[config.mk]
export PLATFORM = sky130hd
export DESIGN_NAME = player_motion
export DESIGN_NICKNAME = d
export VERILOG_FILES = /design/src/rtl/player_motion.sv
export SDC_FILE = /design/constraint.sdc
export NUM_CORES = 1
export LEC_CHECK = 0
export ABC_AREA = 1
export BUFFER_PORTS_ARGS = -buffer_cell sky130_fd_sc_hd__buf_2
export CAP_MARGIN = 20
export CELL_PAD_IN_SITES_DETAIL_PLACEMENT = 2
export CELL_PAD_IN_SITES_GLOBAL_PLACEMENT = 2
export CORE_AREA = 2 2 80 158
export CTS_CLUSTER_SIZE = 20
export DETAILED_ROUTE_END_ITERATION = 10
export DIE_AREA = 0 0 82 160
export GPL_ROUTABILITY_DRIVEN = 1
export PLACE_DENSITY = 0.87
export SLEW_MARGIN = 0
export SYNTH_ARGS = -nofsm -noshare
export SYNTH_HDL_FRONTEND = slang
export SYNTH_SLANG_ARGS = --single-unit
[constraint.sdc]
create_clock -name clk -period 3.6 [get_ports clk]
set_input_delay 0.72 -clock clk [delete_from_list [all_inputs] [get_ports clk]]
set_output_delay 0.72 -clock clk [all_outputs]
set_load 0.02 [all_outputs]
[src/rtl/player_motion.sv]
// Player movement controller: button presses become a grid cell, a facing direction and
// an animated pixel centre. Translations are gated by a wall lookup to the maze store.
module player_motion #(
  parameter int         TILE_SIZE = 32,
  parameter int         GRID_W    = 16,
  parameter int         GRID_H    = 12,
  parameter int         ORIGIN_X  = 0,
  parameter int         ORIGIN_Y  = 0,
  parameter int         STEP_PX   = 2,
  parameter int         START_COL = 1,
  parameter int         START_ROW = 1,
  parameter logic [1:0] START_DIR = 2'd0
) (
  input  logic        clk,
  input  logic        rst,
  input  logic        frame_tick,
  input  logic        btn_fwd,
  input  logic        btn_back,
  input  logic        btn_left,
  input  logic        btn_right,
  output logic        wall_req,
  output logic [4:0]  wall_col,
  output logic [4:0]  wall_row,
  output logic [1:0]  wall_dir,
  input  logic        wall_ack,
  input  logic        wall_blocked,
  output logic [10:0] player_px,
  output logic [10:0] player_py,
  output logic [1:0]  dir,
  output logic        moving,
  output logic        bump
);

  // Direction encoding: turning left is +1 mod 4, right is -1, opposite is +2.
  localparam logic [1:0] DIR_EAST  = 2'd0;
  localparam logic [1:0] DIR_NORTH = 2'd1;
  localparam logic [1:0] DIR_WEST  = 2'd2;
  localparam logic [1:0] DIR_SOUTH = 2'd3;

  typedef enum logic [1:0] {IDLE, QUERY, MOVE} state_t;

  state_t             state;
  logic [4:0]         col, row;
  logic [1:0]         mdir;
  logic signed [11:0] offset;
  logic               prev_left, prev_right;

  logic               turn_l, turn_r, translate, at_edge, done;
  logic [1:0]         req_dir;
  logic [11:0]        abs_off;
  logic signed [11:0] step;
  logic [4:0]         tgt_col, tgt_row;
  logic [12:0]        off_ext, x_calc, y_calc;

  always_comb begin
    turn_l    = btn_left  & ~btn_right & ~prev_left;
    turn_r    = btn_right & ~btn_left  & ~prev_right;
    translate = btn_fwd ^ btn_back;
    req_dir   = btn_back ? dir + 2'd2 : dir;
    at_edge   = 1'b0;
    case (req_dir)
      DIR_EAST:  at_edge = (col == 5'(GRID_W - 1));
      DIR_NORTH: at_edge = (row == 5'd0);
      DIR_WEST:  at_edge = (col == 5'd0);
      DIR_SOUTH: at_edge = (row == 5'(GRID_H - 1));
      default:   at_edge = 1'b0;
    endcase
    tgt_col = col;
    tgt_row = row;
    case (mdir)
      DIR_EAST:  tgt_col = col + 5'd1;
      DIR_NORTH: tgt_row = row - 5'd1;
      DIR_WEST:  tgt_col = col - 5'd1;
      DIR_SOUTH: tgt_row = row + 5'd1;
      default:   tgt_col = col;
    endcase
    abs_off = offset[11] ? -offset : offset;
    // Screen y grows downward, so SOUTH shares the positive step with EAST.
    step    = (mdir == DIR_EAST || mdir == DIR_SOUTH) ? 12'(STEP_PX) : -12'(STEP_PX);
    done    = abs_off >= 12'(TILE_SIZE - STEP_PX);
    off_ext = {offset[11], offset};
    x_calc  = 13'(ORIGIN_X + TILE_SIZE / 2) + 13'(col) * 13'(TILE_SIZE)
              + (mdir[0] ? 13'd0 : off_ext);
    y_calc  = 13'(ORIGIN_Y + TILE_SIZE / 2) + 13'(row) * 13'(TILE_SIZE)
              + (mdir[0] ? off_ext : 13'd0);
  end

  always_ff @(posedge clk) begin
    if (rst) begin
      state      <= IDLE;
      col        <= 5'(START_COL);
      row        <= 5'(START_ROW);
      dir        <= START_DIR;
      mdir       <= START_DIR;
      offset     <= '0;
      prev_left  <= 1'b0;
      prev_right <= 1'b0;
      wall_req   <= 1'b0;
      wall_col   <= '0;
      wall_row   <= '0;
      wall_dir   <= '0;
      moving     <= 1'b0;
      bump       <= 1'b0;
      player_px  <= 11'(ORIGIN_X + START_COL * TILE_SIZE + TILE_SIZE / 2);
      player_py  <= 11'(ORIGIN_Y + START_ROW * TILE_SIZE + TILE_SIZE / 2);
    end else begin
      bump      <= 1'b0;
      player_px <= x_calc[10:0];
      player_py <= y_calc[10:0];
      if (frame_tick) begin
        prev_left  <= btn_left;
        prev_right <= btn_right;
      end
      case (state)
        IDLE: if (frame_tick) begin
          if (turn_l)      dir <= dir + 2'd1;
          else if (turn_r) dir <= dir - 2'd1;
          else if (translate) begin
            if (at_edge) bump <= 1'b1;
            else begin
              state    <= QUERY;
              wall_req <= 1'b1;
              wall_col <= col;
              wall_row <= row;
              wall_dir <= req_dir;
              mdir     <= req_dir;
            end
          end
        end
        QUERY: if (wall_ack) begin
          wall_req <= 1'b0;
          if (wall_blocked) begin
            bump  <= 1'b1;
            state <= IDLE;
          end else begin
            moving <= 1'b1;
            state  <= MOVE;
          end
        end
        MOVE: if (frame_tick) begin
          // Arrival commits cell and clears offset on the same edge so px never jumps back.
          if (done) begin
            col    <= tgt_col;
            row    <= tgt_row;
            offset <= '0;
            moving <= 1'b0;
            state  <= IDLE;
          end else begin
            offset <= offset + step;
          end
        end
        default: state <= IDLE;
      endcase
    end
  end

endmodule

Word-level counts from Yosys, hierarchy flattened --
Cells that the tools add are included.
Word-level totals: input port bits 9, flip-flop bits (word level) 65
Cells by class: add/sub/neg operators 13, eq/ne operators 19, order comparisons 1, muxes and demuxes 41, bitwise logic cells 12, reductions and logical operators 19
Operator list (count):
- 2-to-1 mux 12 bit | 3
- 2-to-1 mux 2 bit | 12
- adder 11 bit | 2
- adder 5 x 10 -> 11 bit, first input constant | 2
- 2-to-1 mux 11 bit | 2
- one-hot mux 5 bit (2 select lines) | 2
- inequality test 2 bit, second input constant | 9
- 2-to-1 mux 1 bit | 17
- adder 12 bit | 1
- greater-or-equal comparator 12 x 5 -> 1 bit, second input constant | 1
- negation 12 bit | 1
- adder 5 x 1 -> 5 bit, second input constant | 2
- == test 2 bit, second input constant | 5
- == test 5 x 4 -> 1 bit, second input constant | 2
- zero test 5 bit | 2
- nonzero test 2 bit | 5
- subtractor 5 x 1 -> 5 bit, second input constant | 2
- AND reduction 4 bit | 2
- AND reduction 8 bit | 1
- inverter 1 bit | 7
- AND reduction 7 bit | 1
- == test 2 x 1 -> 1 bit, second input constant | 3
- zero test 2 bit | 3
- one-hot mux 1 bit (2 select lines) | 3
- 12 further kinds | 15

Logic depth before layout (Yosys ltp) --
word-level depth 10, gate-level depth with buffers 16

Least setup slack after synthesis --
Ideal clock, no wire load.
kind reg-to-reg, from register mdir[0], to register offset[7], data arrival time 2.388 ns, setup time 0.066 ns, cell stages (with the launch flop) 12, path slack 1.146 ns, path buffers 1, cells stage by stage dfxtp_1 -> buf_2 -> inv_1 -> ha_1 -> fa_1 -> nand3_1 -> nand3_1 -> a21oi_1 -> inv_1 -> a21oi_1 -> o21ai_0 -> a21oi_2
Between the ends: longest elaborated chain between the ends 5, elaborated cells on any way between the ends 6, those cells by class add/sub: 1; eq/ne: 1; mux: 2; reduce/logical: 2
RTL lines:
- start: declaration | line 44 | logic [1:0] mdir;
- start signal: assignment | line 126 | mdir <= req_dir;
- == test 2 bit or zero test 2 bit (tied branches) | line 79 | step = (mdir == DIR_EAST || mdir == DIR_SOUTH) ? 12'(STEP_PX) : -12'(STEP_PX);
- logical OR 1 bit (*) | line 79
- 2-to-1 mux 12 bit (*) | line 79
- adder 12 bit (*) | line 149 | offset <= offset + step;
- 2-to-1 mux 12 bit (*) | line 142 | if (done) begin
- end signal: assignment | line 149
- end: declaration | line 45 | logic signed [11:0] offset;
Mark *: on every way between the ends. The rest lies on a longest branch, timed or not. A chain may end at the register's enable or synchronous reset.

Worst setup path in the final report --
from register mdir[0], to register offset[8]
The elaborated chain is that of the path after synthesis.

==> results.txt <==
----------------------------------------------------
[Run status]
  Result of the run ... completed

[Timing]
  Final Hold Vio Count ... 0
  Finish-stage setup viols ... 0
  Final worst-path cycle share ... 89.74%
  Fmax ... 309.5 MHz
  Worst Skew ... 0.006380 ns
  Minimum period implied by the final worst setup slack ... 3.231 ns
  Transition time at the pin with the least slew margin ... 0.9066 ns
  Setup TNS Final ... 0 ns
  RSZ-0062 raised after global routing ... no
  Slew headroom ... 39.50%
  Final Max Tran Viols ... 0

[CTS]
  Max clock buf depth ... 2
  Clock tree from TritonCTS ... yes
  Hold buffers post-CTS ... 0
  Clock insertion delay at the later pin of the skew report ... 0.35 ns
  Number of sinks on the clock net ... 63
  Number of post-CTS setup repair buffers ... 0
  Root cell of the clock tree ... sky130_fd_sc_hd__clkbuf_16
  Clock Pin Slew Worst Setup and Hold Paths ... 0.06 ns
  H-Tree Depth ... 3
  Quantity of gates resized following cts ... 0
  Number of buffers created by CTS ... 9

[Drt]
  Sum of routed wire segments on met1 ... 5951 µm
  Number of iterations in the first detailed-routing pass ... 4
  Final wirelength ... 14660 µm
  Routed length on met2 ... 7963 µm
  DR vias ... 4087
  Uppermost layer routed ... met4
  DRT iter0 DRCs ... 119
  Average vias per placed instance ... 5.180
  DRC violations left ... 0
  Count of nets left with antenna violations after detail routing ... 0
  Routed wire per std cell ... 18.58 µm
  Met3 Wirelength ... 426 µm

[Floorplanning]
  Starting utilization of the core area ... 34.00%
  Core footprint ... 11980 µm²
  Die area ... 13120 µm²
  Height of the chip ... 160 µm
  FP Rows ... 57
  Number of placed I/O pins ... 48
  Horizontal die dimension ... 82 µm

[Global route]
  Largest net degree at the start of global routing ... 29
  Number of antenna violations at the first check in global routing ... 0
  GRT Resource Usage Total ... 24.33%
  GRT Residual Overflow ... 0
  First-pass GRT wire length ... 24120 µm
  Via count of the first global-routing pass ... approximately 4600

[Critical path]
  CP Capture Type ... flip-flop
  Data arrival time of the worst path ... roughly 3.5 ns
  FF-to-FF setup slack ... 0.37 ns
  Critical-path cell list ... inv_1 > ha_1 > ha_1 > a21oi_1 > inv_1 > a21oi_1 > nand2_1 > nand2_1 > nand2_1 > inv_1 > nand4_1 > a21oi_1
  Critical-path maximum fanout ... 22
  Data required time at the worst endpoint ... 3.88 ns
  Crit path buf inv count ... 3
  Crit-path leading delay family ... adder cells
  Library cell contributing the largest single delay on the critical path ... sky130_fd_sc_hd__dfxtp_1
  Largest stage delay on the critical path ... between 0.7 and 0.8 ns
  Kind of critical path ... flip-flop to flip-flop
  Startpoint class of the critical path ... flip-flop

[Power]
  Pwr/cell area ... around 390 nW/µm²
  IR Drop Worst-Case VDD ... 0.0003255 V
  Static power due to leakage ... 0.002426 µW

[Synthesis]
  Sequential element share of the synthesized area ... 30.96%
  Proportion of netlist area held by the largest area contributor ... between 30% and 40%
  Number of synthesized register bits ... 63
  Top cells by area, synth ... sky130_fd_sc_hd__dfxtp_1 31%, sky130_fd_sc_hd__nand2_1 12%, sky130_fd_sc_hd__ha_1 9.2%
  Synthesized instance count ... 593
  Library cell with the largest summed area after synthesis ... sky130_fd_sc_hd__dfxtp_1
  Distinct cells, synth ... 38
  Syn avg cell area ... 6.870 µm²
  Synthesis warning total ... 0
  Cell Area, Synth ... 4074 µm²

[Finish]
  Leading cell type in the layout, fill and taps excluded ... sky130_fd_sc_hd__nand2_1
  Area Growth Syn to Fin ... 15.33%
  Top library cells by usage in the layout, fill and taps aside ... 125 x sky130_fd_sc_hd__nand2_1, 85 x sky130_fd_sc_hd__inv_1, 63 x sky130_fd_sc_hd__dfxtp_1
  Number of inserted diodes ... 0
  Fraction of layout instances using a drive strength above 1 ... 15.42%
  Final layout net count ... 681
  Cell area after layout ... 4698 µm²

[Run]
  Reported max-cap violation count ... 0

[Worst hold path]
  Hold Crit Class ... flip-flop to flip-flop

[Placement]
  Post-Place Cell Area ... 4422 µm²
  Number of buffer cells added on primary ports ... 46
  GPL Wtd Cong ... 0.8278
  HPWL after detailed placement ... 10690 µm

----------------------------------------------------
-- per-stage QoR --
step / hold WS (ns) / setup slack (ns) / total power [µW] / std cells / util (%)
final: 0.4455 / 0.3694 / 1850 / 789 / 39.21
after global routing: 0.4771 / 0.1337 / 1934 / 789 / 39.21
after CTS: 0.4540 / 0.3926 / 1871 / 789 / 39.21
after detailed placement: 0.4434 / 0.5151 / 1028 / 773 / 36.90
after global placement: 0.4320 / 0.7450 / 1011 / 773 / 36.90
after floorplan: 0.4638 / 1.146 / 948.3 / 594 / -
-- report_power, final --
group / internal, µW / total [µW] / switching, µW
Sequential: 720 / 744 / 23.8
Combinational: 87.7 / 275 / 187
Clock: 483 / 831 / 348
-- worst min-delay path, delay by kind of cell (launching register included) --
family                 cells  cell delay, ns
flip-flops                 1            0.31
buffers and inverters      1            0.05
AO/OA/AOI/OAI              1            0.05
-- synth_stat cells (all sizes together) --
library cell,count
a211oi,1
a21o,1
a21oi,57
a31oi,2
buf,10
clkbuf,6
conb,1
dfxtp,63
fa,5
ha,30
inv,94
nand2,133
nand3,47
nand3b,2
nand4,11
nor2,59
nor3,9
nor3b,1
o21ai,41
o21bai,2
or2,2
or3,1
xnor2,7
xor2,8
-- state kept, by name, summed over array words and instances (netlist names) --
register    flops
bump            1
col             5
dir             2
mdir            2
moving          1
offset         11
player_px      11
player_py      10
prev_left       1
prev_right      1
row             5
state           2
wall_col        5
wall_req        1
wall_row        5
-- worst paths after layout --
check,cells past startpoint,end,startpoint
min,2,wall_row[0]$_SDFFE_PP0P_,wall_row[0]$_SDFFE_PP0P_
max reg2reg,12,offset[8]$_SDFFE_PP0P_,mdir[0]$_SDFFE_PP0P_
min reg2reg,2,wall_row[0]$_SDFFE_PP0P_,wall_row[0]$_SDFFE_PP0P_
max,12,offset[8]$_SDFFE_PP0P_,mdir[0]$_SDFFE_PP0P_
-- kinds of logic (layout without fill, tap and decap cells) --
| group | count (synthesis) | after routing | synth area share [%] |
|---|---|---|---|
| buf+inv | 110 | 158 | 10.75 |
| flops | 63 | 63 | 30.96 |
| xor+xnor | 15 | 15 | 3.225 |
| other cells | 1 | 2 | 0.09205 |
| fa+ha+maj | 35 | 35 | 11.67 |
| compound gates | 104 | 104 | 13.64 |
| simple gates | 265 | 265 | 29.67 |
-- final cells by class --
| class | instances | area (µm²) |
|---|---|---|
| clock buffers | 11 | 242.7 |
| clock inverters | 5 | 33.78 |
| fillers | 1475 | 7283 |
| inverters | 94 | 352.8 |
| multi-input cells | 421 | 2379 |
| flip-flops and latches | 63 | 1261 |
| well taps | 147 | 183.9 |
| repair buffers | 48 | 245.2 |
-- layer usage --
metal | GRT usage, % | vias up
met1 | 27.40 | 2009
met4 | 7.803 | 0
met5 | 0 | -
met2 | 43.87 | 71
met3 | 5.141 | 22
li1 | - | 1985
(Power assumes the default switching activity.)
